<file path="src/rtl/issue_pkg.sv">
// Shared types and default latencies for the issue-stage scoreboard.
package issue_pkg;

  localparam int unsigned ALU_LAT_DEF = 1;
  localparam int unsigned MEM_LAT_DEF = 2;
  localparam int unsigned MUL_LAT_DEF = 3;
  localparam int unsigned FP_LAT_DEF  = 4;
  localparam int unsigned MAX_LAT_DEF = 4;

  typedef enum logic [1:0] {
    UnitAlu = 2'd0,
    UnitMem = 2'd1,
    UnitMul = 2'd2,
    UnitFp  = 2'd3
  } unit_e;

  typedef struct packed {
    logic       valid;
    unit_e      unit;
    logic [3:0] wa;
  } wb_slot_t;

  function automatic int unsigned lat_of(unit_e unit);
    case (unit)
      UnitMem: return MEM_LAT_DEF;
      UnitMul: return MUL_LAT_DEF;
      UnitFp:  return FP_LAT_DEF;
      default: return ALU_LAT_DEF;
    endcase
  endfunction

endpackage

</file>
<file path="src/rtl/wb_slot_ring.sv">
// Result-slot shift register: one write per cycle at a chosen depth, slot 0 is write-back.
module wb_slot_ring
  import issue_pkg::*;
#(
  parameter int unsigned Depth = MAX_LAT_DEF,
  localparam int unsigned IdxW = (Depth > 1) ? $clog2(Depth) : 1
) (
  input  logic             clk_i,
  input  logic             rst_ni,
  input  logic             wr_en_i,
  input  logic [IdxW-1:0]  wr_idx_i,
  input  wb_slot_t         wr_slot_i,
  output logic [Depth-1:0] shifted_valid_o,
  output wb_slot_t         head_o
);

  wb_slot_t [Depth-1:0] slot_q, slot_d, shifted;

  always_comb begin
    shifted[Depth-1] = '0;
    for (int unsigned i = 0; i + 1 < Depth; i++) begin
      shifted[i] = slot_q[i+1];
    end
    slot_d = shifted;
    for (int unsigned i = 0; i < Depth; i++) begin
      shifted_valid_o[i] = shifted[i].valid;
      if (wr_en_i && (wr_idx_i == IdxW'(i))) begin
        slot_d[i] = wr_slot_i;
      end
    end
  end

  always_ff @(posedge clk_i or negedge rst_ni) begin
    if (!rst_ni) begin
      slot_q <= '0;
    end else begin
      slot_q <= slot_d;
    end
  end

  assign head_o = slot_q[0];

endmodule

</file>
<file path="src/rtl/issue_scoreboard.sv">
// Issue-stage scoreboard: hazard detection, dispatch strobes, write-port reservation.
// Define SCOREBOARD_RETIRE_BYPASS_EN to let a retiring register satisfy RAW/WAW in its WB cycle.
module issue_scoreboard
  import issue_pkg::*;
#(
  parameter int unsigned ALU_LAT = ALU_LAT_DEF,
  parameter int unsigned MEM_LAT = MEM_LAT_DEF,
  parameter int unsigned MUL_LAT = MUL_LAT_DEF,
  parameter int unsigned FP_LAT  = FP_LAT_DEF,
  parameter int unsigned MAX_LAT = MAX_LAT_DEF
) (
  input  logic        CLK,
  input  logic        ResetN,
  input  logic        IssueI,
  input  logic [3:0]  RA1I,
  input  logic [3:0]  RA2I,
  input  logic [3:0]  WA3I,
  input  logic        WriteI,
  input  logic        ALUSrcI,
  input  logic        MemWI,
  input  logic        MemtoRegI,
  input  logic        MULSI,
  input  logic        FPSI,
  output logic        StallI,
  output logic        GoALU,
  output logic        GoMEM,
  output logic        GoMUL,
  output logic        GoFP,
  output logic        WBEn,
  output logic [3:0]  WBWA,
  output logic [1:0]  WBUnit,
  output logic [14:0] PendingMask
);

  localparam int unsigned IdxW = (MAX_LAT > 1) ? $clog2(MAX_LAT) : 1;
  localparam int unsigned CntW = $clog2(MAX_LAT + 1);

  unit_e              sel_unit;
  int unsigned        sel_lat;
  logic [IdxW-1:0]    wr_idx;
  logic [MAX_LAT-1:0] shifted_valid;
  wb_slot_t           head;
  wb_slot_t           wr_slot;
  logic               take_slot;
  logic               dispatch;
  logic               use_ra2, raw, waw, structural, port_conflict, hazard;
  logic [14:0]        pending_q, pending_d;
  logic [14:0]        hz_pend, retire_mask, set_mask;
  logic [15:0]        pend16;
  logic [CntW-1:0]    mul_cnt_q, mul_cnt_d, fp_cnt_q, fp_cnt_d;

  always_comb begin
    if (FPSI) begin
      sel_unit = UnitFp;
    end else if (MULSI) begin
      sel_unit = UnitMul;
    end else if (MemWI || MemtoRegI) begin
      sel_unit = UnitMem;
    end else begin
      sel_unit = UnitAlu;
    end
  end

  always_comb begin
    unique case (sel_unit)
      UnitAlu: sel_lat = ALU_LAT;
      UnitMem: sel_lat = MEM_LAT;
      UnitMul: sel_lat = MUL_LAT;
      UnitFp:  sel_lat = FP_LAT;
      default: sel_lat = ALU_LAT;
    endcase
  end

  assign wr_idx      = IdxW'(sel_lat - 1);
  assign retire_mask = head.valid ? (15'd1 << head.wa) : '0;

`ifdef SCOREBOARD_RETIRE_BYPASS_EN
  assign hz_pend = pending_q & ~retire_mask;
`else
  assign hz_pend = pending_q;
`endif

  // Bit 15 stands in for R15, which is never pending.
  assign pend16 = {1'b0, hz_pend};

  always_comb begin
    use_ra2       = !ALUSrcI || MemWI;
    raw           = pend16[RA1I] || (use_ra2 && pend16[RA2I]);
    waw           = WriteI && pend16[WA3I];
    structural    = ((sel_unit == UnitMul) && (mul_cnt_q != '0)) ||
                    ((sel_unit == UnitFp) && (fp_cnt_q != '0));
    port_conflict = WriteI && shifted_valid[wr_idx];
    hazard        = raw || waw || structural || port_conflict;
    StallI        = IssueI && hazard;
    dispatch      = IssueI && !hazard;
    GoALU         = dispatch && (sel_unit == UnitAlu);
    GoMEM         = dispatch && (sel_unit == UnitMem);
    GoMUL         = dispatch && (sel_unit == UnitMul);
    GoFP          = dispatch && (sel_unit == UnitFp);
    take_slot     = dispatch && WriteI && (WA3I != 4'd15);
    wr_slot       = '{valid: 1'b1, unit: sel_unit, wa: WA3I};
  end

  always_comb begin
    set_mask  = take_slot ? (15'd1 << WA3I) : '0;
    // Set is applied after clear so a same-cycle set wins.
    pending_d = (pending_q & ~retire_mask) | set_mask;

    mul_cnt_d = mul_cnt_q;
    if (GoMUL) begin
      mul_cnt_d = CntW'(MUL_LAT - 1);
    end else if (mul_cnt_q != '0) begin
      mul_cnt_d = mul_cnt_q - CntW'(1);
    end

    fp_cnt_d = fp_cnt_q;
    if (GoFP) begin
      fp_cnt_d = CntW'(FP_LAT - 1);
    end else if (fp_cnt_q != '0) begin
      fp_cnt_d = fp_cnt_q - CntW'(1);
    end
  end

  always_ff @(posedge CLK or negedge ResetN) begin
    if (!ResetN) begin
      pending_q <= '0;
      mul_cnt_q <= '0;
      fp_cnt_q  <= '0;
    end else begin
      pending_q <= pending_d;
      mul_cnt_q <= mul_cnt_d;
      fp_cnt_q  <= fp_cnt_d;
    end
  end

  wb_slot_ring #(
    .Depth(MAX_LAT)
  ) u_ring (
    .clk_i          (CLK),
    .rst_ni         (ResetN),
    .wr_en_i        (take_slot),
    .wr_idx_i       (wr_idx),
    .wr_slot_i      (wr_slot),
    .shifted_valid_o(shifted_valid),
    .head_o         (head)
  );

  assign WBEn        = head.valid;
  assign WBWA        = head.wa;
  assign WBUnit      = head.unit;
  assign PendingMask = pending_q;

endmodule

</file>
<file path="config.mk">
export PLATFORM = sky130hd
export DESIGN_NAME = issue_scoreboard
export DESIGN_NICKNAME = d
export VERILOG_FILES = /design/src/rtl/issue_pkg.sv /design/src/rtl/wb_slot_ring.sv /design/src/rtl/issue_scoreboard.sv
export SDC_FILE = /design/constraint.sdc
export NUM_CORES = 1
export LEC_CHECK = 0
export ABC_AREA = 1
export BUFFER_PORTS_ARGS = -buffer_cell sky130_fd_sc_hd__buf_2
export CORE_UTILIZATION = 60
export CTS_CLUSTER_SIZE = 24
export DETAILED_ROUTE_END_ITERATION = 10
export PLACE_DENSITY_LB_ADDON = 0.2
export SLEW_MARGIN = 20
export SYNTH_ARGS = -nofsm -noshare
export SYNTH_HDL_FRONTEND = slang
export SYNTH_HIERARCHICAL = 1
export SYNTH_SLANG_ARGS = --single-unit
</file>
<file path="constraint.sdc">
create_clock -name CLK -period 4.25 [get_ports CLK]
set_input_delay 0 -clock CLK [delete_from_list [all_inputs] [get_ports CLK]]
set_output_delay 0 -clock CLK [all_outputs]
set_load 0.03 [all_outputs]
</file>
==> reports/qor.yml, run 1 <==
timing:
  final_hold_viol_count: 0
  final-max-slew-violation-count: 0
  layout_min_cycle_time_ns: 3.070
  finalSetupTns_ns: 0
  post-route-period-util_pct: 72.23
  finalSetupViolCount: 0
  achievable-frequency_mhz: 325.8
  relSlewSlack_pct: 33.97
  tightest_slew_ns: 0.9905
  rsz0062_at_grt: "false"
  worst_hold_slack_ns: 0.02635
  final.setup_skew_ns: 0.005879
critical_path:
  worst-path-max-fanout: 25
  crit_required_ns: 4.44
  reg2reg_depth: 14
  cp-end-kind: "flip-flop"
  cp_num_buf_inv: 3
  r2r-start: "fp_cnt_q[0]$_DFFE_PN0P_"
  ff2ff_setup_slack_ns: 1.18
  timing.critical_path.cells: "inv_1, ha_1, inv_1, nor2_1, o22ai_1, inv_1, nand2_1, nor2_2, nand4_4, nor2_8, o21a_1, nand2_2, nand2_1, nand2_1"
  category_of_the_worst_setup_path_launch_point: "flip-flop"
  critPathArrivalTime_ns: 3.26
  critical-path-top-delay-family: "simple AND/OR/NAND/NOR gates"
  critPathKind: "flip-flop to flip-flop"
  cpPeakStageDelay_ns: 0.83
  worst_r2r_endpoint: "u_ring/head_o[0]$_DFF_PN0_"
  cpMaxStageDelayCell: "o21a_1"
cells_and_area:
  count_of_antenna_diodes_in_the_layout: 0
  post_route_cells_drive_above_1_share_pct: 17.00
  nFillCells: 437
  leading_cell_type_in_the_layout_fill_and_taps_excluded: "nand2_1"
  mostFrequentLayoutCells: "nand2_1 (127), nand3_1 (58), inv_1 (53), dfrtp_1 (49), buf_2 (46)"
  layoutNonFillerInstCount: 520
  num-nets-final: 477
  area_delta_synth_final_pct: 9.842
status:
  status: "finished, final reports clean"
place:
  numPlacedInstances: 510
  hpwl_mm: 4.980
  port_buf_inserts: 47
  globalplace.congestion: 0.9803
min_path:
  hold_path.startpoint: "WA3I[2]"
  hold_end: "u_ring/shifted[16]$_DFF_PN0_"
  hp-class: "primary input to flip-flop"
  min_delay_path_depth: 3
synthesis:
  synth-seq-area-share_pct: 40.70
  yosys_most_used_dff: "dfrtp_1"
  synthCells: 407
  synth-adder-area-share_pct: 1.661
  post_synth_mux_area_share_pct: 0
  synth_top_family_by_area: "simple AND/OR/NAND/NOR gates"
  synth-edff-count: 0
  ys_ff_latch: 49
  post_synth_xor_area_fraction_pct: 0.5814
  avgSynthCellArea_um2: 7.403
  synth-warning-count: 6
  netlist_cell_types: 34
  synth-compound-area-share_pct: 5.772
  post_synth_and_or_nand_nor_area_fraction_pct: 38.21
  post_synth_instance_area_um2: 3013
  async_flop_share_pct: 100.0
power:
  total_leakage_power_nw: 1.788
  irDropWorstVdd_v: 0.0002097
  power_density_nw_per_um2: 321.5
  post-layout-total-power_mw: 1.064
clock_network:
  htree_num_levels: 2
  cts.reportedPaths.clkPinSlew_ns: 0.09
  post_cts_setup_bufs: 0
  insertion_delay_ns: 0.30
  tritoncts.num_buffers: 5
  cts_resized: 0
  ctsRootBufferMaster: "clkbuf_8"
  count_of_clock_tree_sinks: 49
  cts.hold.buffers_added: 2
  cts_tree: "done"
  clock_path_buffers: 2
run:
  cap_viol_max_count: 0
detailed_routing:
  postRouteWirelength_mm: 6.734
  routedWlPerCell_um: 12.95
  route.layer.met1.wl_mm: 3.055
  postRouteAntennaNets: 0
  post_drt_via_cell_ratio: 5.262
  route.vias.total: 2736
  detail_route.first_pass.iterations: 5
  route.met3.wl_um: 507
  top_signal_layer_used: "met4"
  route.met2.wl_mm: 3.076
  post-route-drc-count: 0
  detailedRoute.firstIterationViolations: 203
floorplan:
  io_pins: 48
  vertical_die_dimension_um: 72.86
  fp.dieArea_um2: 5309
  core_area_um2: 4786
  placementRows: 25
  die-width_um: 72.86
  initial_utilization_pct: 62.95
global_routing:
  grt_pass1_vias: 2429
  global_route.usage.total_pct: 27.29
  grt-ovfl-total: 0
  maximum_number_of_pins_on_one_net_before_global_route_repair: 50
  global_route_wire_length_before_repair_mm: 11.05
  antenna_found_initial: 0
synthesized netlist by cell type (3+ instances only):
library cell / instances / area (um^2)
buf_4: 5 / 37.54
buf_6: 8 / 90.09
dfrtp_1: 49 / 1226
ha_1: 4 / 50.05
inv_1: 53 / 198.9
inv_2: 3 / 11.26
inv_6: 3 / 26.28
nand2_1: 127 / 476.7
nand3_1: 58 / 290.3
nand3_2: 4 / 40.04
nand3_4: 3 / 52.55
nand4_1: 14 / 87.58
nor2_1: 29 / 108.9
o21ai_0: 20 / 100.1
routing by layer:
layer	vias up	GRT usage, %
met5	-	0
met4	0	6.754
met3	15	5.110
met2	108	42.37
met1	1236	39.74
li1	1377	-
power by group:
| group | internal (mW) | switching, mW |
|---|---|---|
| Combinational | 0.0936 | 0.169 |
| Clock | 0.118 | 0.156 |
| Sequential | 0.505 | 0.0232 |
area by class of cell:
cell class,count,area [um^2],area share [%]
Multi-Input combinational cell,287,1411,42.65
Clock inverter,2,13.76,0.4159
Clock buffer,6,72.57,2.193
Inverter,59,236.5,7.146
Tap cell,67,83.83,2.533
Timing Repair Buffer,50,265.3,8.015
Sequential cell,49,1226,37.05
through the flow:
| step | cell area [um^2] | worst slack [ns] | utilization [%] |
|---|---|---|---|
| after floorplan | 3024 | 2.016 | - |
| after global placement | 3201 | 1.351 | 66.88 |
| after detailed placement | 3201 | 1.186 | 66.88 |
| after CTS | 3307 | 1.166 | 69.10 |
| after global routing | 3309 | 0.8794 | 69.15 |
| final | 3309 | 1.180 | 69.15 |
worst reg2reg max path, cell delays in order (launching register included):
cell and delay (ns):
dfrtp_1 0.39, inv_1 0.10, ha_1 0.15, inv_1 0.04, nor2_1 0.22, o22ai_1 0.12
inv_1 0.07, nand2_1 0.06, nor2_2 0.15, nand4_4 0.19, nor2_8 0.25, o21a_1 0.83
nand2_2 0.24, nand2_1 0.12, nand2_1 0.06
flip-flops by register name, indices dropped and copies added (netlist names):
register,flops
mul_cnt_q,3
fp_cnt_q,3
u_ring/head_o,7
u_ring/shifted_valid_o,3
u_ring/shifted,18
PendingMask,15
worst max path at each step:
| stage | start | endpoint | slack, ns | depth (start not counted) |
|---|---|---|---|---|
| floorplan | fp_cnt_q[0]$_DFFE_PN0P_ | u_ring/shifted[11]$_DFF_PN0_ | 2.02 | 16 |
| global placement | fp_cnt_q[0]$_DFFE_PN0P_ | u_ring/head_o[4]$_DFF_PN0_ | 1.35 | 14 |
| detailed placement | fp_cnt_q[0]$_DFFE_PN0P_ | u_ring/head_o[1]$_DFF_PN0_ | 1.19 | 14 |
| CTS | fp_cnt_q[0]$_DFFE_PN0P_ | u_ring/head_o[0]$_DFF_PN0_ | 1.17 | 14 |
| global route | fp_cnt_q[0]$_DFFE_PN0P_ | u_ring/head_o[0]$_DFF_PN0_ | 0.88 | 14 |
| finish | fp_cnt_q[0]$_DFFE_PN0P_ | u_ring/head_o[0]$_DFF_PN0_ | 1.18 | 14 |
logic make-up (layout without fill, tap and decap cells):
group,after synthesis,in the layout
compound gates,31,31
xor+xnor,2,2
fa+ha+maj,4,4
buf+inv,74,117
flops,49,49
other cells,2,5
simple gates,245,245
(Power assumes the default switching activity.)
==> run 2: changes to the inputs <==
- CORE_UTILIZATION: 60 -> 57
- clock period: 4.25 -> 3.2 ns (I/O delays scaled with it)
==> run 2 against run 1 <==
Worst hold slack lost 0.0056 ns. Clock power increased by 36%. Critical path type unchanged. Maximum frequency up 20%. Design area increased by 0.76%. Sequential share of layout area is 0.28 points lower. Global-route usage down 1.9 points.
==> reports/qor.yml, run 2 (same netlist as run 1, synthesis figures left out) <==
power:
  post-layout-total-power_mw: 1.422
  power_density_nw_per_um2: 426.6
  irDropWorstVdd_v: 0.0002576
  total_leakage_power_nw: 1.795
clock_network:
  cts_tree: "done"
  count_of_clock_tree_sinks: 49
  ctsRootBufferMaster: "clkbuf_8"
  cts_resized: 0
  tritoncts.num_buffers: 5
  htree_num_levels: 2
  clock_path_buffers: 2
  post_cts_setup_bufs: 0
  cts.reportedPaths.clkPinSlew_ns: 0.09
  cts.hold.buffers_added: 3
  insertion_delay_ns: 0.30
run:
  cap_viol_max_count: 0
timing:
  worst_hold_slack_ns: 0.02075
  layout_min_cycle_time_ns: 2.567
  post-route-period-util_pct: 80.23
  final-max-slew-violation-count: 0
  final_critical_path_setup_slack_ns: 0.6326
  rsz0062_at_grt: "false"
  achievable-frequency_mhz: 389.5
  final_hold_viol_count: 0
  finalSetupViolCount: 0
  tightest_slew_ns: 0.7272
  finalSetupTns_ns: 0
  relSlewSlack_pct: 51.47
  final.setup_skew_ns: 0.006004
global_routing:
  grt-ovfl-total: 0
  grt_pass1_vias: 2489
  antenna_found_initial: 0
  global_route.usage.total_pct: 25.39
  global_route_wire_length_before_repair_mm: 10.72
  maximum_number_of_pins_on_one_net_before_global_route_repair: 50
floorplan:
  core_area_um2: 5107
  fp.dieArea_um2: 5581
  die-width_um: 74.71
  placementRows: 26
  io_pins: 48
  initial_utilization_pct: 58.99
  vertical_die_dimension_um: 74.71
min_path:
  hp-class: "primary input to flip-flop"
place:
  hpwl_mm: 4.839
  placed_area_um2: 3212
  dp_slack_ns: 0.6657
  globalplace.congestion: 0.8876
  port_buf_inserts: 47
  numPlacedInstances: 514
cells_and_area:
  layoutNonFillerInstCount: 524
  finish.instance_area_um2: 3334
  final_design_utilization_pct: 65.29
  post_route_cells_drive_above_1_share_pct: 17.18
  num-nets-final: 479
  area_delta_synth_final_pct: 10.67
  flip_flop_count_of_the_largest_register_all_copies_and_words_added: 18
  leading_cell_type_in_the_layout_fill_and_taps_excluded: "nand2_1"
  mostFrequentLayoutCells: "nand2_1 (127), nand3_1 (58), inv_1 (53), dfrtp_1 (49), buf_2 (46)"
  count_of_antenna_diodes_in_the_layout: 0
critical_path:
  category_of_the_worst_setup_path_launch_point: "flip-flop"
  timing.critical_path.cells: "inv_1, ha_1, inv_1, nor2_1, o22ai_1, inv_1, nand2_1, nor2_2, nand4_4, nor2_8, o21a_1, buf_4, nand2_2, nand2_1, nand2_1"
  critical-path-top-delay-family: "simple AND/OR/NAND/NOR gates"
  critPathKind: "flip-flop to flip-flop"
  cp_num_buf_inv: 4
  cp-end-kind: "flip-flop"
  worst-path-max-fanout: 25
  cpPeakStageDelay_ns: 0.38
  cpMaxStageDelayCell: "dfrtp_1"
  critPathArrivalTime_ns: 2.76
  crit_required_ns: 3.39
status:
  status: "finished, final reports clean"
detailed_routing:
  postRouteAntennaNets: 0
  routedWlPerCell_um: 12.33
  detailedRoute.firstIterationViolations: 209
  route.vias.total: 2739
  post-route-drc-count: 0
  detail_route.first_pass.iterations: 4
  post_drt_via_cell_ratio: 5.227
  postRouteWirelength_mm: 6.462
==> run 2: cell types whose count changed in the layout (fill, tap and decap cells not counted) <==
cell / change
buf_4: +1
inv_6: -1
dlygate4sd3_1: +1
clkbuf_1: -1
clkbuf_8: +1
clkinvlp_4: +1
clkinv_2: -1
==> run 2: path summary, 6_finish.rpt <==
path	to	cells past startpoint	slack (ns)	startpoint
worst max-delay path	u_ring/head_o[1]$_DFF_PN0_	15	0.63	fp_cnt_q[0]$_DFFE_PN0P_
worst min-delay path	u_ring/shifted[15]$_DFF_PN0_	3	0.02	WA3I[1]
worst max register to register	u_ring/head_o[1]$_DFF_PN0_	15	0.63	fp_cnt_q[0]$_DFFE_PN0P_
worst min register to register	u_ring/shifted[8]$_DFF_PN0_	2	0.45	u_ring/shifted[15]$_DFF_PN0_
max in group asynchronous	u_ring/head_o[1]$_DFF_PN0_	2	2.54	ResetN
min in group asynchronous	fp_cnt_q[2]$_DFFE_PN0P_	2	0.24	ResetN
==> run 2: per-layer routing <==
| metal | up-vias | track usage, % | part of all wire (%) |
|---|---|---|---|
| met1 | 1277 | 30.85 | 43 |
| met2 | 64 | 46.25 | 51 |
| met3 | 11 | 3.079 | 4.6 |
| li1 | 1387 | - | - |
| met4 | 0 | 9.224 | 1.7 |
| met5 | - | 0 | 0 |
==> run 2: area by class of cell <==
class,instances,area (um^2)
multi-input combinational,287,1411
fill,469,1773
sequential,49,1226
timing repair buffer,52,282.8
clock inverter,1,7.507
inverter,59,236.5
clock buffer,6,82.58
tap,70,87.58
==> run 2: power breakdown <==
part | total [mW] | switching, mW | internal (mW)
logic | 0.351 | 0.225 | 0.125
clock network | 0.372 | 0.200 | 0.171
registers | 0.700 | 0.0300 | 0.670
total | 1.42 | 0.456 | 0.967
==> run 2: worst register-to-register path, cell delays in order, from the launching register on <==
cell	delay (ns)
dfrtp_1	0.38
inv_1	0.10
ha_1	0.15
inv_1	0.03
nor2_1	0.20
o22ai_1	0.12
inv_1	0.06
nand2_1	0.06
nor2_2	0.15
nand4_4	0.19
nor2_8	0.25
o21a_1	0.16
buf_4	0.28
nand2_2	0.17
nand2_1	0.10
nand2_1	0.05
==> run 3: changes to the inputs <==
- ABC_AREA: 1 -> 0
- CORE_UTILIZATION: 57 -> 50
- clock period: 3.2 -> 2.2 ns (I/O delays scaled with it)
==> run 3 against run 2 <==
Critical endpoint is now u_ring/head_o[2]$_DFF_PN0_. Wire length about the same. Register-to-register slack got worse by 1.0 ns. The flow now finishes with violations (negative setup slack). Non-clock buffer count increased by 29.
==> reports/qor.yml, run 3 <==
timing:
  tightest_slew_ns: 0.7075
  achievable-frequency_mhz: 384.4
  relSlewSlack_pct: 52.74
  final_critical_path_setup_slack_ns: -0.4015
  final-max-slew-violation-count: 0
  finalSetupTns_ns: -10.67
  rsz0062_at_grt: "true"
  final.setup_skew_ns: 0.006178
  finalSetupViolCount: 35
  final_hold_viol_count: 0
  layout_min_cycle_time_ns: 2.602
  post-route-period-util_pct: 118.3
synthesis:
  synth.top_cells.by_area: "dfrtp_1 (46%), mux2_2 (10%), mux4_2 (5.9%), o21ai_0 (3.2%), mux2i_1 (2.6%)"
  synth-edff-count: 0
  synth.cells.most_frequent: "dfrtp_1 (49), mux2_2 (24), o21ai_0 (17), nand2_1 (14), nor2_1 (13)"
  async_flop_share_pct: 100.0
  synthCells: 247
  avgSynthCellArea_um2: 10.90
  synth-warning-count: 6
  netlist.area_leader.share_pct: 45.54
  synth_most_common_cell: "dfrtp_1"
  synth.largest_area_cell: "dfrtp_1"
  post_synth_instance_area_um2: 2693
  ys_ff_latch: 49
  yosys_most_used_dff: "dfrtp_1"
  netlist_cell_types: 48
  synth-seq-area-share_pct: 45.54
critical_path:
  category_of_the_worst_setup_path_launch_point: "flip-flop"
  reg2reg_depth: 8
  critPathArrivalTime_ns: 2.79
  ff2ff_setup_slack_ns: -0.40
  crit_required_ns: 2.38
  cp-end-kind: "flip-flop"
  critPathKind: "flip-flop to flip-flop"
  worst-path-max-fanout: 7
power:
  irDropWorstVdd_v: 0.0003625
  post-layout-total-power_mw: 2.130
  total_leakage_power_nw: 1.555
  power_density_nw_per_um2: 620.7
clock_network:
  tritoncts.num_buffers: 5
  cts.reportedPaths.clkPinSlew_ns: 0.09
  count_of_clock_tree_sinks: 49
  clock_path_buffers: 2
  insertion_delay_ns: 0.30
  cts_tree: "done"
  htree_num_levels: 2
  ctsRootBufferMaster: "clkbuf_8"
status:
  failed_checks: "negative setup slack"
  status: "finished, violations left"
floorplan:
  placementRows: 26
  fp.dieArea_um2: 5683
  die-width_um: 75.39
  vertical_die_dimension_um: 75.39
  core_area_um2: 5140
  io_pins: 48
  initial_utilization_pct: 52.39
cells_and_area:
  final_design_utilization_pct: 66.75
  nFillCells: 439
  flip_flop_count_of_the_largest_register_all_copies_and_words_added: 18
  num-nets-final: 352
  layoutNonFillerInstCount: 397
  area_delta_synth_final_pct: 27.42
  multi_input_logic_area_um2: 1469
  mostFrequentLayoutCells: "buf_2 (47), dfrtp_1 (41), buf_4 (31), mux2_2 (21), o21ai_0 (17)"
  leading_cell_type_in_the_layout_fill_and_taps_excluded: "buf_2"
  register_area_um2: 1236
  finish.instance_area_um2: 3431
  post_route_cells_drive_above_1_share_pct: 44.04
  count_of_antenna_diodes_in_the_layout: 0
detailed_routing:
  detailedRoute.firstIterationViolations: 178
  routedWlPerCell_um: 16.27
  post-route-drc-count: 0
  route.vias.total: 2193
  detail_route.first_pass.iterations: 4
  postRouteWirelength_mm: 6.458
  postRouteAntennaNets: 0
  post_drt_via_cell_ratio: 5.524
global_routing:
  antenna_found_initial: 0
  maximum_number_of_pins_on_one_net_before_global_route_repair: 26
  global_route.usage.total_pct: 25.11
  grt-ovfl-total: 0
  grt_pass1_vias: 2176
  global_route_wire_length_before_repair_mm: 10.32
min_path:
  min_delay_path_depth: 2
  hp-class: "primary input to flip-flop"
place:
  placed_area_um2: 3271
  numPlacedInstances: 387
  hpwl_mm: 4.912
  globalplace.congestion: 0.8660
  port_buf_inserts: 47
run:
  cap_viol_max_count: 0
[run 3: cell types whose count changed after synthesis, sizes merged, moves of 20 or more]
cell / before / now
mux2: 0 / 24
nor2: 33 / 13
inv: 59 / 9
nand3: 65 / 5
nand2: 129 / 14
[run 3: path summary, 6_finish.rpt]
kind	from	endpoint
worst max-delay path	PendingMask[6]$_DFF_PN0_	u_ring/head_o[2]$_DFF_PN0_
worst min-delay path	WA3I[3]	u_ring/shifted[17]$_DFF_PN0_
worst max register to register	PendingMask[6]$_DFF_PN0_	u_ring/head_o[2]$_DFF_PN0_
worst min register to register	u_ring/shifted[12]$_DFF_PN0_	u_ring/shifted[5]$_DFF_PN0_
max in group asynchronous	ResetN	u_ring/shifted[4]$_DFF_PN0_
min in group asynchronous	ResetN	u_ring/shifted_valid_o[2]$_DFF_PN0_
[run 3: where the power goes]
| part | total (mW) | internal [mW] | switching [mW] |
|---|---|---|---|
| clock network | 0.614 | 0.330 | 0.284 |
| registers | 0.999 | 0.966 | 0.0328 |
| logic | 0.517 | 0.240 | 0.277 |
[run 3: cell type report]
cell class / count / area share [%]
clock buffer: 5 / 2.006
clock inverter: 2 / 1.021
inverter: 9 / 0.9847
multi-input combinational: 181 / 42.82
sequential: 49 / 36.03
tap: 70 / 2.553
timing repair buffer: 81 / 14.59
[run 3: kinds of logic (layout without fill, tap and decap cells)]
kind of cell	Yosys count	after routing	share of synthesized area [%]
simple gates	80	80	17.05
fa+ha+maj	4	4	1.859
flops	49	49	45.54
buf+inv	20	97	3.532
compound gates	52	52	12.59
other cells	2	5	0.2789
xor+xnor	2	2	0.6507
mux	38	38	18.49
[run 3: worst max-delay path: stages (launching register included)]
cell and delay [ns]:
dfrtp_2 0.44, mux4_2 0.47, mux2_4 0.28, a32oi_2 0.21
nand4_2 0.18, nor4_4 0.19, nor3b_4 0.24, buf_6 0.16
mux2_2 0.33
[run 3: through the flow]
stage,hold slack [ns],setup slack [ns]
6_report,0.02286,-0.4015
5_1_grt,0.01807,-0.5004
4_1_cts,0.01059,-0.4066
3_5_place_dp,0.01702,-0.4497
3_3_place_gp,0.01100,-0.3809
2_1_floorplan,-0.2956,-0.5171
[run 3: timing repair]
action                                 CTS  global route
resized for setup                        5             3
buffers inserted                         2             1
hold buffers                             1             0
endpoints found under the hold margin   23             0
pin swaps                                1             1
setup endpoints to repair               40            42
[run 3: per-layer routing]
layer | GRT usage [%] | up-vias | wire length (um)
met1 | 33.33 | 1041 | 2859
li1 | - | 1059 | -
met3 | 4.630 | 12 | 348
met4 | 9.053 | 0 | 102
met5 | 0 | - | 0
met2 | 41.57 | 81 | 3147
